--- config.mk ---
export PLATFORM = sky130hd
export DESIGN_NAME = bit_sweep_gen
export DESIGN_NICKNAME = d
export VERILOG_FILES = /design/src/rtl/sweep_pkg.sv /design/src/rtl/sweep_index_ctr.sv /design/src/rtl/bit_sweep_gen.sv
export SDC_FILE = /design/constraint.sdc
export NUM_CORES = 1
export LEC_CHECK = 0
export CAP_MARGIN = 20
export CORE_ASPECT_RATIO = 1.75
export CORE_UTILIZATION = 35
export DETAILED_ROUTE_END_ITERATION = 7
export PLACE_DENSITY = 0.63
export SLEW_MARGIN = 20
export SYNTH_ARGS = -nofsm -noshare
export SYNTH_HDL_FRONTEND = slang
export SYNTH_SLANG_ARGS = --single-unit
--- constraint.sdc ---
create_clock -name clk -period 3.8 [get_ports clk]
set_input_delay 0.57 -clock clk [delete_from_list [all_inputs] [get_ports clk]]
set_output_delay 0.57 -clock clk [all_outputs]
set_load 0.03 [all_outputs]
--- src/rtl/sweep_pkg.sv ---
// Shared types and constants for the bit sweep generator.
package sweep_pkg;

  // Top-level sequencing states.
  typedef enum logic [1:0] {
    IDLE,
    SWEEP,
    DONE
  } state_t;

  // AUTO restarts the bit index each outer pass; STATIC keeps counting across passes.
  typedef enum logic {
    AUTO,
    STATIC
  } mode_t;

  localparam int unsigned OUTER_N = 3;
  localparam int unsigned INNER_N = 3;
  localparam int unsigned CNT_W   = 2;

  localparam logic [CNT_W-1:0] OUTER_LAST = CNT_W'(OUTER_N - 1);
  localparam logic [CNT_W-1:0] INNER_LAST = CNT_W'(INNER_N - 1);

endpackage

--- src/rtl/sweep_index_ctr.sv ---
// Outer/inner beat counters and the registered bit index they imply.
module sweep_index_ctr
  import sweep_pkg::*;
#(
  parameter int unsigned WIDTH = 9
) (
  input  logic                     clk,
  input  logic                     rst,
  input  logic                     clr,
  input  logic                     adv,
  input  mode_t                    mode,
  output logic [$clog2(WIDTH)-1:0] idx,
  output logic                     last
);

  localparam int unsigned IW = $clog2(WIDTH);
  localparam logic [IW-1:0] IDX_MAX = IW'(WIDTH - 1);

  logic [CNT_W-1:0] outer_q, outer_d;
  logic [CNT_W-1:0] inner_q, inner_d;
  logic [IW-1:0]    idx_q, idx_d;

  assign last = (outer_q == OUTER_LAST) && (inner_q == INNER_LAST);
  assign idx  = idx_q;

  // Next counter values; the final beat wraps everything back to zero.
  always_comb begin
    outer_d = outer_q;
    inner_d = inner_q;
    if (clr) begin
      outer_d = '0;
      inner_d = '0;
    end else if (adv) begin
      if (inner_q == INNER_LAST) begin
        inner_d = '0;
        outer_d = (outer_q == OUTER_LAST) ? '0 : outer_q + 1'b1;
      end else begin
        inner_d = inner_q + 1'b1;
      end
    end
  end

  // Next index; STATIC runs a separate position that wraps at WIDTH instead of multiplying.
  always_comb begin
    idx_d = idx_q;
    if (clr || (adv && last)) begin
      idx_d = '0;
    end else if (adv) begin
      if (mode == STATIC) begin
        idx_d = (idx_q == IDX_MAX) ? '0 : idx_q + 1'b1;
      end else begin
        idx_d = IW'(inner_d);
      end
    end
  end

  // Counter and index registers.
  always_ff @(posedge clk or posedge rst) begin
    if (rst) begin
      outer_q <= '0;
      inner_q <= '0;
      idx_q   <= '0;
    end else begin
      outer_q <= outer_d;
      inner_q <= inner_d;
      idx_q   <= idx_d;
    end
  end

endmodule

--- src/rtl/bit_sweep_gen.sv ---
// Walks a data word bit by bit in 3x3 beats with valid/ready handshake,
// then rotates the word left to form the next default word.
module bit_sweep_gen
  import sweep_pkg::*;
#(
  parameter int unsigned       WIDTH = 9,
  parameter logic [WIDTH-1:0]  INIT  = WIDTH'(9'b000000101)
) (
  input  logic                     clk,
  input  logic                     rst,
  input  logic                     start,
  input  logic                     mode,
  input  logic [WIDTH-1:0]         seed,
  input  logic                     ready,
  output logic [WIDTH-1:0]         data,
  output logic [$clog2(WIDTH)-1:0] idx,
  output logic                     bit_out,
  output logic                     valid,
  output logic                     done
);

  state_t           state_q, state_d;
  logic [WIDTH-1:0] data_q, data_d;
  mode_t            mode_q, mode_d;
  logic             ctr_clr;
  logic             ctr_adv;
  logic             ctr_last;

  sweep_index_ctr #(
    .WIDTH (WIDTH)
  ) u_ctr (
    .clk  (clk),
    .rst  (rst),
    .clr  (ctr_clr),
    .adv  (ctr_adv),
    .mode (mode_q),
    .idx  (idx),
    .last (ctr_last)
  );

  // Sequencing: accept start only in IDLE, advance on handshake, rotate on leaving DONE.
  always_comb begin
    state_d = state_q;
    data_d  = data_q;
    mode_d  = mode_q;
    ctr_clr = 1'b0;
    ctr_adv = 1'b0;
    case (state_q)
      IDLE: begin
        if (start) begin
          data_d  = seed;
          mode_d  = mode_t'(mode);
          ctr_clr = 1'b1;
          state_d = SWEEP;
        end
      end
      SWEEP: begin
        if (ready) begin
          ctr_adv = 1'b1;
          if (ctr_last) begin
            state_d = DONE;
          end
        end
      end
      DONE: begin
        data_d  = {data_q[WIDTH-2:0], data_q[WIDTH-1]};
        state_d = IDLE;
      end
      default: begin
        state_d = IDLE;
      end
    endcase
  end

  // State, data word and latched mode.
  always_ff @(posedge clk or posedge rst) begin
    if (rst) begin
      state_q <= IDLE;
      data_q  <= INIT;
      mode_q  <= AUTO;
    end else begin
      state_q <= state_d;
      data_q  <= data_d;
      mode_q  <= mode_d;
    end
  end

  // Outputs decode straight from registers, so they hold steady through stalls.
  always_comb begin
    data    = data_q;
    valid   = (state_q == SWEEP);
    done    = (state_q == DONE);
    bit_out = data_q[idx];
  end

endmodule

# Yosys cells after proc, flatten, opt, wreduce, memory -nomap -nowiden
# Index checks and enable logic that the tools add are counted.
[totals]
regBits = 20
out_inout_bits = 16
in_bits = 14
[op_classes]
addsub = 3
eq_ne = 8
n_reduce_logical = 12
muxes = 23
magnitude_cmp = 1
[op_table]
columns = ["operator", "count"]
rows = [
  ["2-bit two-way mux", 10],
  ["9-bit case mux with 2 select lines", 1],
  ["4-bit two-way mux", 4],
  ["9-bit two-way mux", 1],
  ["2-bit nonzero test", 4],
  ["2-bit equality test, second input constant", 3],
  ["2-bit AND reduction", 3],
  ["4-bit by 5-bit < comparator with 1-bit output, second input constant", 1],
  ["1-bit two-way mux", 5],
  ["2-bit by 1-bit adder with 2-bit output, second input constant", 2],
  ["4-bit by 1-bit adder with 4-bit output, second input constant", 1],
  ["1-bit binary-select mux with 4-bit select", 1],
  ["4-bit equality test, second input constant", 1],
  ["2-bit inequality test, second input constant", 2],
  ["2-bit case mux with 2 select lines", 1],
  ["3-bit AND reduction", 1],
  ["2-bit by 1-bit equality test with 1-bit output, second input constant", 1],
  ["1-bit logical AND", 2],
  ["2-bit zero test", 1],
  ["2-bit by 1-bit inequality test with 1-bit output, second input constant", 1],
  ["1-bit logical OR", 1],
]

# Logic depth before layout (Yosys ltp)
# Gate-level depths: netlist of run 1.
[logic_depth]
word_depth = 7
mapped_depth = 6
ltp_nobuf = 6

# Cells and area by module
# From an unflattened synthesis of run 1, not the netlist that was laid out.
[unflattened]
cells_unflattened = 113
hier_area_um2 = 1127.3
[by_module_without_submodules]
columns = ["module", "cells_each", "instances", "seq_area_each_um2", "area_per_inst_um2"]
rows = [
  ["bit_sweep_gen", 62, 1, 302.8, 655.6],
  ["sweep_index_ctr", 51, 1, 200.2, 471.7],
]

# Least setup slack after synthesis of run 1
# Ideal clock, no wire load.
[synth_path]
path_kind = "reg-to-output"
from = "register u_ctr.idx_q[0], in the netlist u_ctr.idx[0]"
to = "output bit_out"
required_time_ns = 3.230
setup_slack_ns = 1.576
n_path_buf = 0
t_arrival_ns = 1.654
stages_incl_launch_ff = 5
cell_sequence = "dfrtp_1 mux4_2 and2_1 a211oi_2 a21oi_1"
[synth_between]
elab_chain_len = 2
[synth_lines]
columns = ["element", "line_no", "text"]
rows = [
  ["from (decl)", "sweep_index_ctr.sv:21", "logic [IW-1:0] idx_q, idx_d;"],
  ["from (signal assigned)", "sweep_index_ctr.sv:66", "idx_q <= idx_d;"],
  ["1-bit binary-select mux with 4-bit select", "bit_sweep_gen.sv:93", "bit_out = data_q[idx];"],
  ["1-bit two-way mux (not written as such)", "bit_sweep_gen.sv:93", ""],
  ["to (decl)", "bit_sweep_gen.sv:17", "output logic bit_out,"],
]
# Every way passes these cells. The select of a mux whose other input is x is not followed.

# Worst setup path in the final report of run 1
# Ends and elaborated chain as after synthesis.

==> summary.txt, run 1 <==
Synth
  • Asr flop ratio synth: 100%
  • Synth unique cells: 34
  • Post-synthesis mux area share: about 6.4%
  • Post-synth EDFFs: 0
  • Adder-cell area share of the yosys netlist: 2.27%
  • Synth area leaders: dfrtp_1, o21ai_0, a22oi_1, nand2_1, dfstp_2
  • Largest area contributor in the netlist: dfrtp_1
  • Largest family of logic cells by synthesized area: simple AND/OR/NAND/NOR gates
  • Primary FF master, synth: dfrtp_1
  • Gate count after technology mapping: between 100 and 150
  • Post-Syn Area per Cell: 9.67 um^2
  • Post-synthesis simple-gate area fraction: 22.5%
  • Post-synthesis net count: between 100 and 150
  • Flops & latches, synth: 20
  • Synth Cell Area: around 1100 um^2
  • Seq/Total Area, Yosys: 45.6%
  • Warnings, synthesis: 0
  • Top cell type's share of synthesized area: between 40% and 50%
  • Compound-Gate Fraction of Synth Area: 20.5%
  • Synth Area in XOR/XNOR: 0%

Routing
  • # DRC: 0
  • Vias per inst: between 5 and 6
  • DR WL/cell: around 14 um
  • Routed WL: approximately 2700 um
  • Router iterations before antenna repair: 4
  • DR iter-0 viols: 19
  • Post-DRT Antenna Nets: 0
  • Via count: 963

Power
  • Worst IR Drop VDD: 0.391 mV
  • Comb pwr share: just under 50%
  • Sw Pwr: 0.000507 W
  • Power Internal: 0.000673 W
  • Leak Pwr: 0.603 nW
  • PD cells: 792 nW/um^2
  • Part of the power in registers: between 30 and 40%
  • Clock share of power: about 14%
  • Switching part of the total: 42.9%

Die
  • Initial Util: 37.2%
  • Boundary Pins: 30
  • Site Rows: 26
  • Die Wd: between 40 and 50 um
  • Die Ht: 76.2 um
  • Core Area: between 2000 and 3000 um^2
  • Die area: between 3000 and 4000 um^2

Global routing
  • First-pass GRT wire length: 4580 um
  • Initial antenna violation count: 0
  • Maximum number of pins on one net before global-route repair: 21
  • Gr usage total: 17.7%
  • Remaining global-route overflow: 0
  • Number of global-route vias before repair: 972

Clock network
  • Hold buffers post-CTS: 0
  • Clock latency on the worst-skew pair: approximately 260 ps
  • CTS buffer count: 3
  • Clock root buffer: clkbuf_8
  • Sink Count: 20
  • Htree depth: 1
  • Cts repair resizes: 0
  • TritonCTS clock tree: yes
  • Postcts setup bufs: 0
  • Clock-pin slew on the worst setup and hold paths: around 80 ps
  • CTS Buffer Depth: 2

Timing
  • Unrepaired setup endpoints after global routing: no
  • Final worst-path cycle share: 75.7%
  • Tightest Pin Transition: ~810 ps
  • Slew HR: a little under half
  • Clk_skew: 3.00 ps
  • Setup ws final: 922 ps
  • Period minus WS final: 2880 ps
  • Peak Freq: 0.347 GHz
  • Final Hold Fails: 0
  • Slew Limit Fails: 0
  • Setup TNS: 0 ps
  • Final Setup Violations: 0

Worst hold path
  • Hold crit path type: reg2reg
  • Worst Hold Launch: data[2]

Critical path
  • Critical Path Source: u_ctr.idx[0]
  • Crit Reg-Reg Startpoint: state_q[1]
  • Data required time of the worst path: between 3000 and 4000 ps
  • Critical Path End Type: output port
  • CP Max Fanout: 8
  • WP data arrival: 2310 ps
  • Startpoint types: flop
  • Worst Path Class, Setup: reg2out

Finish
  • Layout cells sized above 1: 9.03%
  • Finished Layout Cells: 186
  • Net count reported at finish: 161
  • Ant. Diodes: 0
  • Area Overhead vs Synth: 35.1%

Placed design
  • DP Worst Slack: between 1000 and 1500 ps
  • IO buf count: 29
  • Gpl congestion: about 0.76
  • DP Cell Count: 182
  • Final HPWL DP: 1960 um

Flow run
  • Max_cap viols: 0

Run status
  • Status: completed
per-layer routing:
| layer | vias up | routed length (um) | GRT usage (%) |
|---|---|---|---|
| met5 | - | 0 | 0 |
| met4 | 0 | 46 | 7.88 |
| met3 | 6 | 82 | 2.37 |
| met2 | 24 | 1390 | 28.1 |
| met1 | 462 | 1130 | 23.1 |
| li1 | 471 | - | - |
cell usage after synthesis, types with 3 or more instances:
library cell and n:
dfrtp_1 18, nor2b_1 6, nor2_1 6, nand2_1 16, nand3_1 3, clkbuf_1 3
a22oi_1 8, inv_1 5, o21ai_0 13, a21oi_1 8
metrics by stage:
step                      utilization (%)  area, um^2  total power [W]  hold slack [ps]
after floorplan                         -        1100         0.000791              518
after global placement               48.4        1430          0.00102              494
after detailed placement             48.4        1430          0.00102              504
after CTS                            50.3        1490          0.00119              515
after global routing                 50.3        1490          0.00127              541
final                                50.3        1490          0.00118              517
placed cells by master (no fill, tap or decap), drive strengths merged:
cell / count
clkdlybuf4s50: 29
dfrtp: 18
nand2: 16
o21ai: 13
a22oi: 8
a21oi: 8
nor2b: 6
nor2: 6
inv: 5
clkbuf: 4
nand3: 3
and3b: 2
nor3: 2
ha: 2
dfstp: 2
nand3b: 2
mux4: 2
o21bai: 1
nand4bb: 1
o211ai: 1
o21a: 1
nor3b: 1
nor4b: 1
mux2i: 1
nor4: 1
o31ai: 1
nand2b: 1
or2: 1
and2: 1
a211oi: 1
a32o: 1
a31o: 1
mux2: 1
state kept, by name, summed over array words and instances, names as in the netlist:
signal         flops
data               9
u_ctr.idx          4
state_q            2
u_ctr.inner_q      2
u_ctr.outer_q      2
mode_q             1
area by class of cell:
type / count / area [um^2]
fill: 295 / 1470
sequential: 20 / 503
tap: 42 / 52.6
clock buffer: 4 / 55.1
inverter: 5 / 18.8
timing repair buffer: 29 / 290
multi-input combinational: 86 / 569
worst max-delay path, stage by stage, from the launching register on:
cell             delay [ps]
dfrtp_1                 510
mux4_2                  530
and2_1                  170
a211oi_2                180
a21oi_1                  60
clkdlybuf4s50_1         600
power by group through the flow:
stage	Sequential [W]	Combinational [W]	Clock [W]
3_3_place_gp	0.000437	0.000578	0
6_report	0.000439	0.000576	0.000165
4_1_cts	0.000439	0.000582	0.000169
5_1_grt	0.000456	0.000632	0.000180
2_1_floorplan	0.000509	0.000283	0
3_5_place_dp	0.000442	0.000581	0
path summary, 6_finish.rpt:
check	slack [ps]	cells after the start	to
worst min-delay path	520	2	data[2]
worst max register to register	2170	4	u_ctr.idx[0]
worst min register to register	520	2	data[2]
min in group asynchronous	760	2	u_ctr.idx[3]
max in group asynchronous	2530	2	data[3]
worst max-delay path	920	5	bit_out
cell families after synthesis:
group / Yosys count
multiplexers: 4
buffers and inverters: 8
AO/OA/AOI/OAI: 36
adder cells (fa/ha/maj): 2
flip-flops: 20
AND/OR/NAND/NOR: 44
Note: power is estimated with default switching activity, not from simulation.
==> run 2, diff against run 1 <==
- clock period: 3.8 -> 2.9 ns (I/O delays scaled with it)
==> run 2 against run 1 <==
Net effect:
- total power rose by 32%
- die area did not move
- via count rose by 4.3%
- sequential cell count did not move
- hold slack got worse by 6.7 ps
- combinational power rose by 32%
- register-to-register slack got worse by 870 ps
- critical path type unchanged
- critical endpoint unchanged
- largest cell class unchanged
- largest power group unchanged
==> summary.txt, run 2 (synthesized netlist as in run 1, its figures left out) <==
Finish
  • Area Overhead vs Synth: 35.8%
  • Max reg flops: 9
  • Ant. Diodes: 0
  • Layout cells sized above 1: under 10%
  • Most frequent cells in the layout: clkdlybuf4s50_1, dfrtp_1, nand2_1
  • # fillers: 276
  • Commonest non-fill, non-tap cell in the layout: clkdlybuf4s50_1
  • Net count reported at finish: 162

Power
  • Clock share of power: 13.9%
  • Total Power: 0.00155 W
  • Sw Pwr: 0.000670 W
  • Part of the power in registers: between 30% and 40%
  • Leak Pwr: slightly above 0.6 nW
  • PD cells: between 1000 and 1500 nW/um^2
  • Comb pwr share: 49.0%
  • Worst IR Drop VDD: 0.478 mV
  • Switching part of the total: around 43%
  • Power Internal: about 0.0009 W

Run status
  • Status: completed

Critical path
  • Worst Path Class, Setup: reg2out
  • CP Max Fanout: 8
  • Data required time of the worst path: 2470 ps
  • Critical Path Max Stage Delay: 600 ps
  • Critical Path Source: u_ctr.idx[0]
  • Slowest CP cell: clkdlybuf4s50_1
  • Worst path cell trace: mux4_2 -> and2_1 -> a211oi_2 -> a21oi_1 -> clkdlybuf4s50_1
  • WP data arrival: 2320 ps
  • Worst R2R Path Depth: 4
  • Crit Reg-Reg Startpoint: state_q[0]
  • Startpoint types: flop
  • Critical Path End Type: output port

Clock network
  • Htree depth: 1
  • CTS Buffer Depth: 2
  • Hold buffers post-CTS: 0
  • Clock latency on the worst-skew pair: 260 ps
  • Sink Count: 20
  • Cts repair resizes: 0
  • Postcts setup bufs: 0
  • CTS buffer count: 3
  • Clock root buffer: clkbuf_8
  • Clock-pin slew on the worst setup and hold paths: 80 ps
  • TritonCTS clock tree: yes

Placed design
  • Final HPWL DP: 2040 um
  • DP Worst Slack: 433 ps
  • IO buf count: 29
  • Gpl congestion: 0.757

Timing
  • Clk_skew: ~3.6 ps
  • Slew Limit Fails: 0
  • Tightest Pin Transition: 776 ps
  • Final worst-path cycle share: 95.1%
  • Final Hold Fails: 0
  • Slew HR: 48.2%
  • Setup TNS: 0 ps
  • Final Setup Violations: 0
  • Peak Freq: roughly 0.36 GHz
  • Setup ws final: 143 ps
  • Unrepaired setup endpoints after global routing: no
  • Period minus WS final: 2760 ps

Die
  • Site Rows: 26
  • Die area: ~3400 um^2
  • Boundary Pins: 30
  • Die Wd: 44.4 um
  • Initial Util: 37.2%
  • Die Ht: ~76 um
  • Core Area: approximately 3000 um^2

Global routing
  • Gr usage total: 18.1%
  • Number of global-route vias before repair: 1004
  • Maximum number of pins on one net before global-route repair: 21
  • Initial antenna violation count: 0
  • Remaining global-route overflow: 0
  • First-pass GRT wire length: 4690 um

Routing
  • # DRC: 0
  • DR WL/cell: roughly 14 um
  • Post-DRT Antenna Nets: 0
  • Router iterations before antenna repair: 4
  • Routed WL: approximately 2700 um
  • Vias per inst: 5.37
  • DR iter-0 viols: 23
  • Via count: 1004

Worst hold path
  • Worst hold path depth: 2
  • Hold crit path type: reg2reg
  • Worst Hold Launch: data[0]

Flow run
  • Max_cap viols: 0
run 2: critical path, delay by kind of cell (launching register included):
kind                   cells  cell delay (ps)
and+or+nand+nor            1              170
DFF                        1              510
AOI/OAI and AO/OA          2              250
buffers and inverters      1              600
muxes                      1              530
run 2: final timing paths:
| kind | endpoint | slack [ps] |
|---|---|---|
| setup / recovery | bit_out | 140 |
| hold / removal | data[0] | 510 |
| setup reg to reg | u_ctr.outer_q[1] | 1300 |
| hold reg to reg | data[0] | 510 |
| max in group asynchronous | data[3] | 1800 |
| min in group asynchronous | u_ctr.idx[3] | 610 |
run 2: metrics by stage:
stage / std cells / hold slack (ps) / utilization [%] / cell area (um^2)
after global placement: 183 / 493 / 48.7 / 1440
after global routing: 187 / 543 / 50.5 / 1500
after floorplan: 114 / 397 / - / 1100
after CTS: 187 / 515 / 50.5 / 1500
final: 187 / 511 / 50.5 / 1500
after detailed placement: 183 / 502 / 48.7 / 1440
run 2: power by group through the flow:
stage | logic (W) | registers (W) | clock network [W]
final | 0.000762 | 0.000575 | 0.000216
after global routing | 0.000835 | 0.000600 | 0.000233
after detailed placement | 0.000765 | 0.000581 | 0
after CTS | 0.000768 | 0.000577 | 0.000223
after global placement | 0.000762 | 0.000571 | 0
after floorplan | 0.000371 | 0.000666 | 0
run 2: area by class of cell:
type	instances	area, um^2	share of cell area [%]
tap	42	52.6	3.51
timing repair buffer	30	298	19.9
inverter	5	18.8	1.25
multi-input combinational	86	569	38.0
sequential	20	503	33.6
clock buffer	4	55.1	3.68
run 2: layer usage:
metal,global-route usage [%],vias to the layer above,wire (um)
li1,-,477,-
met1,23.0,497,1060
met2,30.1,25,1470
met3,2.13,5,89
met4,7.27,0,50
met5,0,-,0
==> run 3, diff against run 2 <==
--- a/config.mk
+++ b/config.mk
@@ -8,7 +8,8 @@
 export CAP_MARGIN = 20
 export CORE_ASPECT_RATIO = 1.75
-export CORE_UTILIZATION = 35
+export CORE_UTILIZATION = 47
 export DETAILED_ROUTE_END_ITERATION = 7
-export PLACE_DENSITY = 0.63
+export MAX_ROUTING_LAYER = met4
+export PLACE_DENSITY = 0.8
 export SLEW_MARGIN = 20
 export SYNTH_ARGS = -nofsm -noshare
==> constraint.sdc (replaced) <==
create_clock -name clk -period 2.9 [get_ports clk]
set_input_delay 0.435 -clock clk [delete_from_list [all_inputs] [get_ports clk]]
set_output_delay 0.435 -clock clk [all_outputs]
set_load 0.02 [all_outputs]
==> run 3 against run 2 <==
Net effect:
- worst setup slack worse by 21 ps
- final cell count is 10% lower
- via count is 2.4% lower
- sequential share of layout area is 1.4 points higher
- wire length is 1.5% lower
- maximum frequency is 0.74% lower
- register-to-register slack hardly changed
- sequential power hardly changed
- utilization is 16 points higher
- clock power is 36% lower
- critical path type unchanged
==> summary.txt, run 3 (synthesized netlist as in run 1, its figures left out) <==
Routing
  • Vias per inst: 5.83
  • DR WL/cell: around 16 um
  • # DRC: 0
  • Post-DRT Antenna Nets: 0
  • Routed WL: 2630 um
  • Via count: 980
  • DR iter-0 viols: 45
  • Router iterations before antenna repair: 5

Timing
  • Clk_skew: 2.40 ps
  • Tightest Pin Transition: 781 ps
  • Slew Limit Fails: 0
  • Period minus WS final: 2780 ps
  • Final Hold Fails: 0
  • Peak Freq: 0.360 GHz
  • Slew HR: 47.9%
  • Setup TNS: 0 ps
  • Final Setup Violations: 0
  • Final worst-path cycle share: 95.8%
  • Unrepaired setup endpoints after global routing: no

Finish
  • Net count reported at finish: 161
  • Most frequent cells in the layout: clkdlybuf4s50_1, dfrtp_1, nand2_1
  • # fillers: a little under 200
  • Max reg flops: 9
  • Layout cells sized above 1: about 8.3%
  • Ant. Diodes: 0
  • Commonest non-fill, non-tap cell in the layout: clkdlybuf4s50_1
  • Area Overhead vs Synth: 30.4%

Critical path
  • Worst Path Class, Setup: reg2out
  • CP Max Fanout: 8
  • Data required time of the worst path: 2470 ps
  • WP data arrival: 2340 ps
  • Critical Path Max Stage Delay: 550 ps
  • Critical Path End Type: output port
  • Startpoint types: flop
  • Slowest CP cell: clkdlybuf4s50_1
  • Worst path cell trace: mux4_2 -> and2_1 -> a211oi_2 -> a21oi_1 -> clkdlybuf4s50_1

Run status
  • Status: completed

Clock network
  • Cts repair resizes: 0
  • CTS Buffer Depth: 2
  • Htree depth: 1
  • Clock root buffer: clkbuf_4
  • Clock latency on the worst-skew pair: 300 ps
  • CTS buffer count: 3
  • TritonCTS clock tree: yes
  • Hold buffers post-CTS: 0
  • Sink Count: 20
  • Postcts setup bufs: 0
  • Clock-pin slew on the worst setup and hold paths: roughly 110 ps

Die
  • Die Wd: 38.6 um
  • Site Rows: 22
  • Core Area: between 2000 and 2500 um^2
  • Initial Util: 51.3%
  • Die area: 2550 um^2
  • Die Ht: approximately 66 um
  • Boundary Pins: 30

Power
  • Part of the power in registers: 41.2%
  • Leak Pwr: 0.589 nW
  • Total Power: about 0.0014 W
  • PD cells: 974 nW/um^2
  • Comb pwr share: 49.0%
  • Sw Pwr: 0.000585 W
  • Switching part of the total: 41.8%
  • Clock share of power: roughly a tenth
  • Power Internal: 0.000816 W
  • Worst IR Drop VDD: 0.522 mV

Placed design
  • Gpl congestion: 0.859
  • IO buf count: 29
  • Final HPWL DP: 1990 um

Global routing
  • Remaining global-route overflow: 0
  • Gr usage total: 25.1%
  • Initial antenna violation count: 0
  • Maximum number of pins on one net before global-route repair: 21
  • First-pass GRT wire length: 4310 um
  • Number of global-route vias before repair: 960

Worst hold path
  • Hold crit path type: reg2reg

Flow run
  • Max_cap viols: 0
run 3: cell types whose count changed in the layout (fill, tap and decap cells not counted):
cell,before,now
buf_4,1,0
clkbuf_1,0,1
clkbuf_4,0,3
clkbuf_8,4,0
run 3: worst max-delay path, delay by kind of cell, from the launching register on:
| family | cells | cell delay, ps |
|---|---|---|
| multiplexers | 1 | 540 |
| AO/OA/AOI/OAI | 2 | 260 |
| buffers and inverters | 1 | 550 |
| flip-flops | 1 | 520 |
| AND/OR/NAND/NOR | 1 | 180 |
run 3: final timing paths:
path | from | endpoint | slack, ps | depth (start not counted)
setup / recovery | u_ctr.idx[0] | bit_out | 120 | 5
hold / removal | data[2] | data[2] | 520 | 2
setup reg to reg | state_q[0] | u_ctr.outer_q[1] | 1290 | 4
hold reg to reg | data[2] | data[2] | 520 | 2
max in group asynchronous | rst | u_ctr.inner_q[0] | 1840 | 2
min in group asynchronous | rst | u_ctr.outer_q[1] | 580 | 2
run 3: metal layers:
layer	vias to the layer above	GRT usage, %	wire length [um]
met5	-	-	0
met1	474	26.0	966
met4	0	11.6	43
met3	5	3.03	105
li1	474	-	-
met2	27	44.4	1520
run 3: cell type report:
cell class	count	area [um^2]	area share, %
Clock buffer	4	26.3	1.83
Inverter	5	18.8	1.31
Multi-Input combinational cell	86	569	39.6
Timing Repair Buffer	29	290	20.2
Tap cell	24	30.0	2.09
Sequential cell	20	503	35.0
run 3: metrics by stage:
| stage | utilization [%] | cells | cell area [um^2] | hold slack (ps) | setup WS [ps] |
|---|---|---|---|---|---|
| after global routing | 67.0 | 168 | 1440 | 536 | 13.1 |
| after global placement | 65.7 | 164 | 1410 | 494 | 512 |
| final | 67.0 | 168 | 1440 | 518 | 122 |
| after CTS | 67.0 | 168 | 1440 | 521 | 108 |
| after detailed placement | 65.7 | 164 | 1410 | 504 | 458 |
| after floorplan | - | 114 | 1100 | 397 | 915 |
run 3: power groups by stage:
stage | Combinational [W] | Sequential (W) | Clock (W)
final | 0.000686 | 0.000577 | 0.000138
after global routing | 0.000753 | 0.000602 | 0.000153
after CTS | 0.000693 | 0.000575 | 0.000142
after detailed placement | 0.000691 | 0.000582 | 0
after global placement | 0.000675 | 0.000569 | 0
after floorplan | 0.000354 | 0.000610 | 0
